--- config.mk ---
export PLATFORM = sky130hd
export DESIGN_NAME = program_loader_flat
export DESIGN_NICKNAME = d
export VERILOG_FILES = /design/src/rtl/program_loader_if.sv /design/src/rtl/program_loader.sv /design/src/flat_wrapper.sv
export SDC_FILE = /design/constraint.sdc
export NUM_CORES = 1
export LEC_CHECK = 0
export CAP_MARGIN = 10
export CORE_MARGIN = 4
export CORE_UTILIZATION = 45
export DETAILED_ROUTE_END_ITERATION = 16
export PLACE_DENSITY_LB_ADDON = 0.05
export REMOVE_ABC_BUFFERS = 1
export SLEW_MARGIN = 20
export SYNTH_ARGS = -nofsm -noshare
export SYNTH_HDL_FRONTEND = slang
export SYNTH_SLANG_ARGS = --single-unit
--- constraint.sdc ---
create_clock -name clk -period 2.08 [get_ports clk]
set_input_delay 0.416 -clock clk [delete_from_list [all_inputs] [get_ports clk]]
set_output_delay 0.416 -clock clk [all_outputs]
set_load 0.02 [all_outputs]
--- src/rtl/program_loader_if.sv ---
// Bundle of the loader's user-facing inputs and code-memory / CPU-control outputs.
// The checksum signal exists only when LOADER_CHECKSUM_EN is defined.
interface program_loader_if #(
  parameter int ADDR_W = 6,
  parameter int DATA_W = 16
);
  logic [DATA_W-1:0] switches;
  logic              load_btn;
  logic              run_btn;
  logic              im_write;
  logic [ADDR_W-1:0] im_waddr;
  logic [DATA_W-1:0] im_wdata;
  logic              cpu_rst;
  logic              loading;
  logic [ADDR_W:0]   word_count;
  logic              full;
`ifdef LOADER_CHECKSUM_EN
  logic [DATA_W-1:0] checksum;
`endif

  modport master (
`ifdef LOADER_CHECKSUM_EN
    input  checksum,
`endif
    output switches, load_btn, run_btn,
    input  im_write, im_waddr, im_wdata, cpu_rst, loading, word_count, full
  );

  modport slave (
`ifdef LOADER_CHECKSUM_EN
    output checksum,
`endif
    input  switches, load_btn, run_btn,
    output im_write, im_waddr, im_wdata, cpu_rst, loading, word_count, full
  );
endinterface

--- src/rtl/program_loader.sv ---
// Debounces LOAD/RUN buttons, writes one switch word per LOAD press into code memory
// and holds the CPU in reset while loading. LOADER_CHECKSUM_EN adds an XOR checksum.
//
// state   | meaning
// ST_LOAD | CPU held in reset, LOAD presses write sequential addresses
// ST_RUN  | CPU released, a LOAD press returns to ST_LOAD and rewinds
module program_loader #(
  parameter int ADDR_W       = 6,
  parameter int DATA_W       = 16,
  parameter int DEPTH        = 64,
  parameter int DEBOUNCE_CYC = 4
) (
  input logic             clk,
  input logic             rst,
  program_loader_if.slave bus
);
  localparam int                CNT_W     = $clog2(DEBOUNCE_CYC + 1);
  localparam logic [CNT_W-1:0]  CNT_LAST  = CNT_W'(DEBOUNCE_CYC - 1);
  localparam logic [ADDR_W-1:0] PTR_MAX   = ADDR_W'(DEPTH - 1);
  localparam logic [ADDR_W:0]   COUNT_MAX = (ADDR_W + 1)'(DEPTH);

  typedef enum logic {ST_LOAD, ST_RUN} state_e;

  // Index 0 is LOAD, index 1 is RUN.
  logic [1:0]       raw;
  logic [CNT_W-1:0] db_cnt_q [2];
  logic [CNT_W-1:0] db_cnt_d [2];
  logic [1:0]       lvl_q, lvl_d;
  logic [1:0]       lvl_dly_q;
  logic [1:0]       press_q, press_d;
  logic             load_press, run_press;

  state_e            state_q, state_d;
  logic [ADDR_W-1:0] ptr_q, ptr_d;
  logic [ADDR_W:0]   count_q, count_d;
  logic              full_q, full_d;
  logic              im_write_q, im_write_d;
  logic [ADDR_W-1:0] waddr_q, waddr_d;
  logic [DATA_W-1:0] wdata_q, wdata_d;

  assign raw        = {bus.run_btn, bus.load_btn};
  assign load_press = press_q[0];
  assign run_press  = press_q[1];

  // The level flips on the DEBOUNCE_CYC-th consecutive differing sample; the press
  // pulse is the registered rising edge of that level, one cycle later.
  always_comb begin
    lvl_d   = lvl_q;
    press_d = lvl_q & ~lvl_dly_q;
    for (int b = 0; b < 2; b++) begin
      db_cnt_d[b] = '0;
      if (raw[b] != lvl_q[b]) begin
        if (db_cnt_q[b] == CNT_LAST) begin
          lvl_d[b] = raw[b];
        end else begin
          db_cnt_d[b] = db_cnt_q[b] + CNT_W'(1);
        end
      end
    end
  end

  always_comb begin
    state_d    = state_q;
    ptr_d      = ptr_q;
    count_d    = count_q;
    full_d     = full_q;
    im_write_d = 1'b0;
    waddr_d    = waddr_q;
    wdata_d    = wdata_q;
    case (state_q)
      ST_LOAD: begin
        if (load_press) begin
          if (!full_q) begin
            im_write_d = 1'b1;
            waddr_d    = ptr_q;
            wdata_d    = bus.switches;
            ptr_d      = (ptr_q == PTR_MAX) ? ptr_q : ptr_q + ADDR_W'(1);
            count_d    = count_q + (ADDR_W + 1)'(1);
            full_d     = (count_d == COUNT_MAX);
          end
        end else if (run_press) begin
          state_d = ST_RUN;
        end
      end
      ST_RUN: begin
        if (load_press) begin
          state_d = ST_LOAD;
          ptr_d   = '0;
          count_d = '0;
          full_d  = 1'b0;
        end
      end
      default: state_d = ST_LOAD;
    endcase
  end

  always_ff @(posedge clk) begin
    if (rst) begin
      db_cnt_q   <= '{default: '0};
      lvl_q      <= '0;
      lvl_dly_q  <= '0;
      press_q    <= '0;
      state_q    <= ST_LOAD;
      ptr_q      <= '0;
      count_q    <= '0;
      full_q     <= 1'b0;
      im_write_q <= 1'b0;
      waddr_q    <= '0;
      wdata_q    <= '0;
    end else begin
      db_cnt_q   <= db_cnt_d;
      lvl_q      <= lvl_d;
      lvl_dly_q  <= lvl_q;
      press_q    <= press_d;
      state_q    <= state_d;
      ptr_q      <= ptr_d;
      count_q    <= count_d;
      full_q     <= full_d;
      im_write_q <= im_write_d;
      waddr_q    <= waddr_d;
      wdata_q    <= wdata_d;
    end
  end

`ifdef LOADER_CHECKSUM_EN
  logic [DATA_W-1:0] cks_q, cks_d;

  always_comb begin
    cks_d = cks_q;
    if (im_write_d) begin
      cks_d = cks_q ^ wdata_d;
    end
    if (state_q == ST_RUN && load_press) begin
      cks_d = '0;
    end
  end

  always_ff @(posedge clk) begin
    if (rst) begin
      cks_q <= '0;
    end else begin
      cks_q <= cks_d;
    end
  end

  assign bus.checksum = cks_q;
`endif

  assign bus.im_write   = im_write_q;
  assign bus.im_waddr   = waddr_q;
  assign bus.im_wdata   = wdata_q;
  assign bus.cpu_rst    = (state_q == ST_LOAD);
  assign bus.loading    = (state_q == ST_LOAD);
  assign bus.word_count = count_q;
  assign bus.full       = full_q;
endmodule

--- src/flat_wrapper.sv ---
// flat-port wrapper written by rule: the top's interface ports become plain ports
module program_loader_flat 
#(
  parameter int ADDR_W       = 6,
  parameter int DATA_W       = 16,
  parameter int DEPTH        = 64,
  parameter int DEBOUNCE_CYC = 4
)
  (clk, rst, bus_switches, bus_load_btn, bus_run_btn, bus_im_write, bus_im_waddr, bus_im_wdata, bus_cpu_rst, bus_loading, bus_word_count, bus_full);
  program_loader_if #(.ADDR_W(ADDR_W), .DATA_W(DATA_W)) bus_i ();
  input logic clk;
  input logic rst;
  input wire logic [$bits(bus_i.switches)-1:0] bus_switches;
  input wire logic [$bits(bus_i.load_btn)-1:0] bus_load_btn;
  input wire logic [$bits(bus_i.run_btn)-1:0] bus_run_btn;
  output wire logic [$bits(bus_i.im_write)-1:0] bus_im_write;
  output wire logic [$bits(bus_i.im_waddr)-1:0] bus_im_waddr;
  output wire logic [$bits(bus_i.im_wdata)-1:0] bus_im_wdata;
  output wire logic [$bits(bus_i.cpu_rst)-1:0] bus_cpu_rst;
  output wire logic [$bits(bus_i.loading)-1:0] bus_loading;
  output wire logic [$bits(bus_i.word_count)-1:0] bus_word_count;
  output wire logic [$bits(bus_i.full)-1:0] bus_full;
  assign bus_i.switches = bus_switches;
  assign bus_i.load_btn = bus_load_btn;
  assign bus_i.run_btn = bus_run_btn;
  assign bus_im_write = bus_i.im_write;
  assign bus_im_waddr = bus_i.im_waddr;
  assign bus_im_wdata = bus_i.im_wdata;
  assign bus_cpu_rst = bus_i.cpu_rst;
  assign bus_loading = bus_i.loading;
  assign bus_word_count = bus_i.word_count;
  assign bus_full = bus_i.full;
  program_loader #(.ADDR_W(ADDR_W), .DATA_W(DATA_W), .DEPTH(DEPTH), .DEBOUNCE_CYC(DEBOUNCE_CYC)) u_core (.clk(clk), .rst(rst), .bus(bus_i));
endmodule
==> reports/results.txt <==
outcome -> completed
share of layout cells above drive strength 1 -> 5.67%
Arrival @ worst endpoint -> 1.47 ns
post-synthesis mux area share -> 1.56%
Hold Path Class -> register to register
Final #Nets -> 307
largest net degree at the start of global routing -> 26
Buf/Inv on CP -> 2
critical path fanouts, max -> 9
Reg area -> 0.00100 mm²
CP Cell Sequence -> inv_1, clkdlybuf4s50_1
Design Power -> 0.00162 W
Final Cycle Share -> 90.5%
f_max -> 531 MHz
Min Clock Period, post-route -> 1.88 ns
CTS Buf Count -> 5
Initial DRC Count -> 103
total number of vias -> 1,660
CTS Buffer Depth -> 2
Primary FF master, synth -> dfxtp_1
I/O Buffers -> 52
Worst path slowest cell -> clkdlybuf4s50_1
ys async rst share -> 0%
Synth area leader -> dfxtp_1
max-cap violations -> 0
hold_buf cts -> 0
busiest grt layer -> met2
XOR/XNOR share of the synthesized area -> 1.36%
grt met2 use -> 24.2%
reg-to-reg startpoint -> u_core.ptr_q[0]$_SDFFE_PP0P_
Top delay family on crit path -> buffers and inverters
CTS H-tree lvls -> 2
top cells by area, synth -> dfxtp_1, nand2_1, a21oi_1
Layout Cells excl Fill -> 332
nature of the critical path endpoint -> primary output
synthesized cell area -> 0.00193 mm²
dpl cells -> 324
setup_tns -> 0 ns
Post-synth top cells -> nand2_1, dfxtp_1, a21oi_1, nor2_1, inv_1
Post-Synth Adder-Cell Area -> 3.89%
count leader, synth -> nand2_1
DRT Pass-1 Iters -> 4
number of remaining DRC errors -> 0
Worst Path Required -> 1.66 ns
global-route wire length before repair -> 6.50 mm
FILL cells -> 384
CTS tree -> built
Root Buffer -> clkbuf_8
Sw Ratio -> 21.3%
sequential area share after synthesis -> 51.9%
detailed-route wire length -> 3.98 mm
RSZ-0062 raised after global routing -> false
internal power -> 0.00128 W
Comb power frac -> 4.7%
CTS sink cnt -> 50
Post-synth EDFFs -> 0
Synth-to-Final Area Change -> 35.4%
Reg clk slew, reported paths -> 0.09 ns
syn avg cell area -> 8.46 µm²
crit start category -> register
Placer Congestion -> 0.755
antenna-violating nets left -> 0
worst skew pair latency -> 0.30 ns
Die Y-Extent -> 73.5 µm
post-synth top area share -> 51.9%
Least-Margin Pin Slew -> 0.903 ns
FP Rows -> 23
leakage -> 0.904 nW
gr ovfl total -> 0
cell count after synthesis -> 228
GR Layer Usage met3 -> 5.06%
total core area -> 0.00406 mm²
M1 GR Usage -> 20.0%
crit path launch -> u_core.state_q$_SDFF_PP0_
post-CTS resize count -> 0
final hold violation count -> 0
Placement Cell Area -> 0.00251 mm²
Slew headroom -> 39.4%
Initial Utilization -> 47.5%
die area -> 0.00540 mm²
Ys Warns -> 0
footprint of the multi-input gates -> 843 µm²
Final Max Slew Viols -> 0
initial antenna violation count -> 0
vias in the first global route -> 1,434
Inserted Diodes -> 0
Synth Area in Simple Gates -> 22.1%
slowest stage delay, CP -> 0.55 ns
Register-to-Register Setup Slack -> 0.44 ns
Tot GR Track Use -> 15.4%
Synth Area in Compound Gates -> 14.8%
Worst Skew -> 0.00895 ns
die width -> 73.5 µm
Cell variety after synth -> 33
Final Cell Area -> 0.00261 mm²
WS Path Type -> register to primary output
FF+latch count, synth -> 50
Clk pwr share -> 35.7%
final setup fails -> 0
Hold Crit Start -> u_core.lvl_dly_q[0]$_SDFF_PP0_
setup repair bufs after CTS -> 0
NetSw -> 0.000345 W
dpl hpwl -> 2.81 mm
Top-Level Pins -> 53
WL per Instance -> 12.0 µm
pwr dens -> 621 mW/mm²
via/cell ratio -> 5.00
Worst VDD drop -> 0.000376 V
Sequential Power Share -> 59.5%
largest family of logic cells by synthesized area -> simple AND/OR/NAND/NOR gates
-- sequential cells by signal (all words and copies together) (netlist names) --
register,cells
u_core.press_q,2
u_core.lvl_dly_q,2
u_core.lvl_q,2
u_core.db_cnt_q,6
u_core.ptr_q,6
u_core.bus.im_waddr,6
u_core.state_q,1
u_core.bus.full,1
u_core.bus.im_wdata,16
u_core.bus.word_count,7
u_core.bus.im_write,1
-- path summary, 6_finish.rpt --
kind              cells after the start                      endpoint
setup / recovery                      2                   bus_cpu_rst
hold / removal                        1  u_core.press_q[0]$_SDFF_PP0_
setup reg to reg                      6  u_core.ptr_q[3]$_SDFFE_PP0P_
hold reg to reg                       1  u_core.press_q[0]$_SDFF_PP0_
-- worst register-to-register path, stage by stage (launching register included) --
cell and delay, ns:
dfxtp_1 0.35, ha_1 0.22, nand3_1 0.13, nor3_1 0.07
buf_4 0.17, or4_1 0.49, a21oi_1 0.14
-- metal layers --
layer	vias to the layer above	share of wire [%]
li1	864	-
met1	756	48
met2	34	46
met3	6	5.3
met4	0	1.2
met5	-	0
-- per-stage QoR --
step	hold WS [ns]	util, %	setup slack [ns]
floorplan	0.367	-	0.328
global placement	0.371	62.0	0.325
detailed placement	0.375	62.0	0.334
CTS	0.374	64.3	0.173
global route	0.387	64.3	0.0984
finish	0.376	64.3	0.198
-- cells by family (layout without fill, tap and decap cells) --
family,Yosys count,in the layout
XOR/XNOR,3,3
AO/OA/AOI/OAI,52,52
buffers and inverters,20,74
multiplexers,3,3
adder cells (fa/ha/maj),6,6
AND/OR/NAND/NOR,94,94
flip-flops,50,50
-- power groups by stage --
stage / combinational, W / clock [W] / sequential (W)
floorplan: 0.0000170 / 0 / 0.000988
global placement: 0.0000772 / 0 / 0.000988
detailed placement: 0.0000775 / 0 / 0.000988
CTS: 0.0000780 / 0.000600 / 0.000965
global route: 0.0000845 / 0.000638 / 0.000966
finish: 0.0000769 / 0.000579 / 0.000965
-- placed cells by master (no fill, tap or decap), drive strengths merged, types with 3 or more instances in the layout --
master         Yosys  routed
a21oi             35      35
buf                5       6
clkbuf             7       6
clkdlybuf4s50      0      52
dfxtp             50      50
ha                 6       6
inv                8       8
mux2i              3       3
nand2             51      51
nand3              5       5
nor2              14      14
nor2b              4       4
nor3               4       4
o21ai              7       7
o31ai              3       3
or3                7       7
-- area by class of cell --
type                            instances  share of cell area, %
Sequential cell                        50                   38.4
Multi-Input combinational cell        158                   32.3
Timing Repair Buffer                   58                   22.1
Clock buffer                            6                   3.16
Tap cell                               50                   2.40
Inverter                                8                   1.15
Clock inverter                          2                  0.479
(Power assumes the default switching activity.)
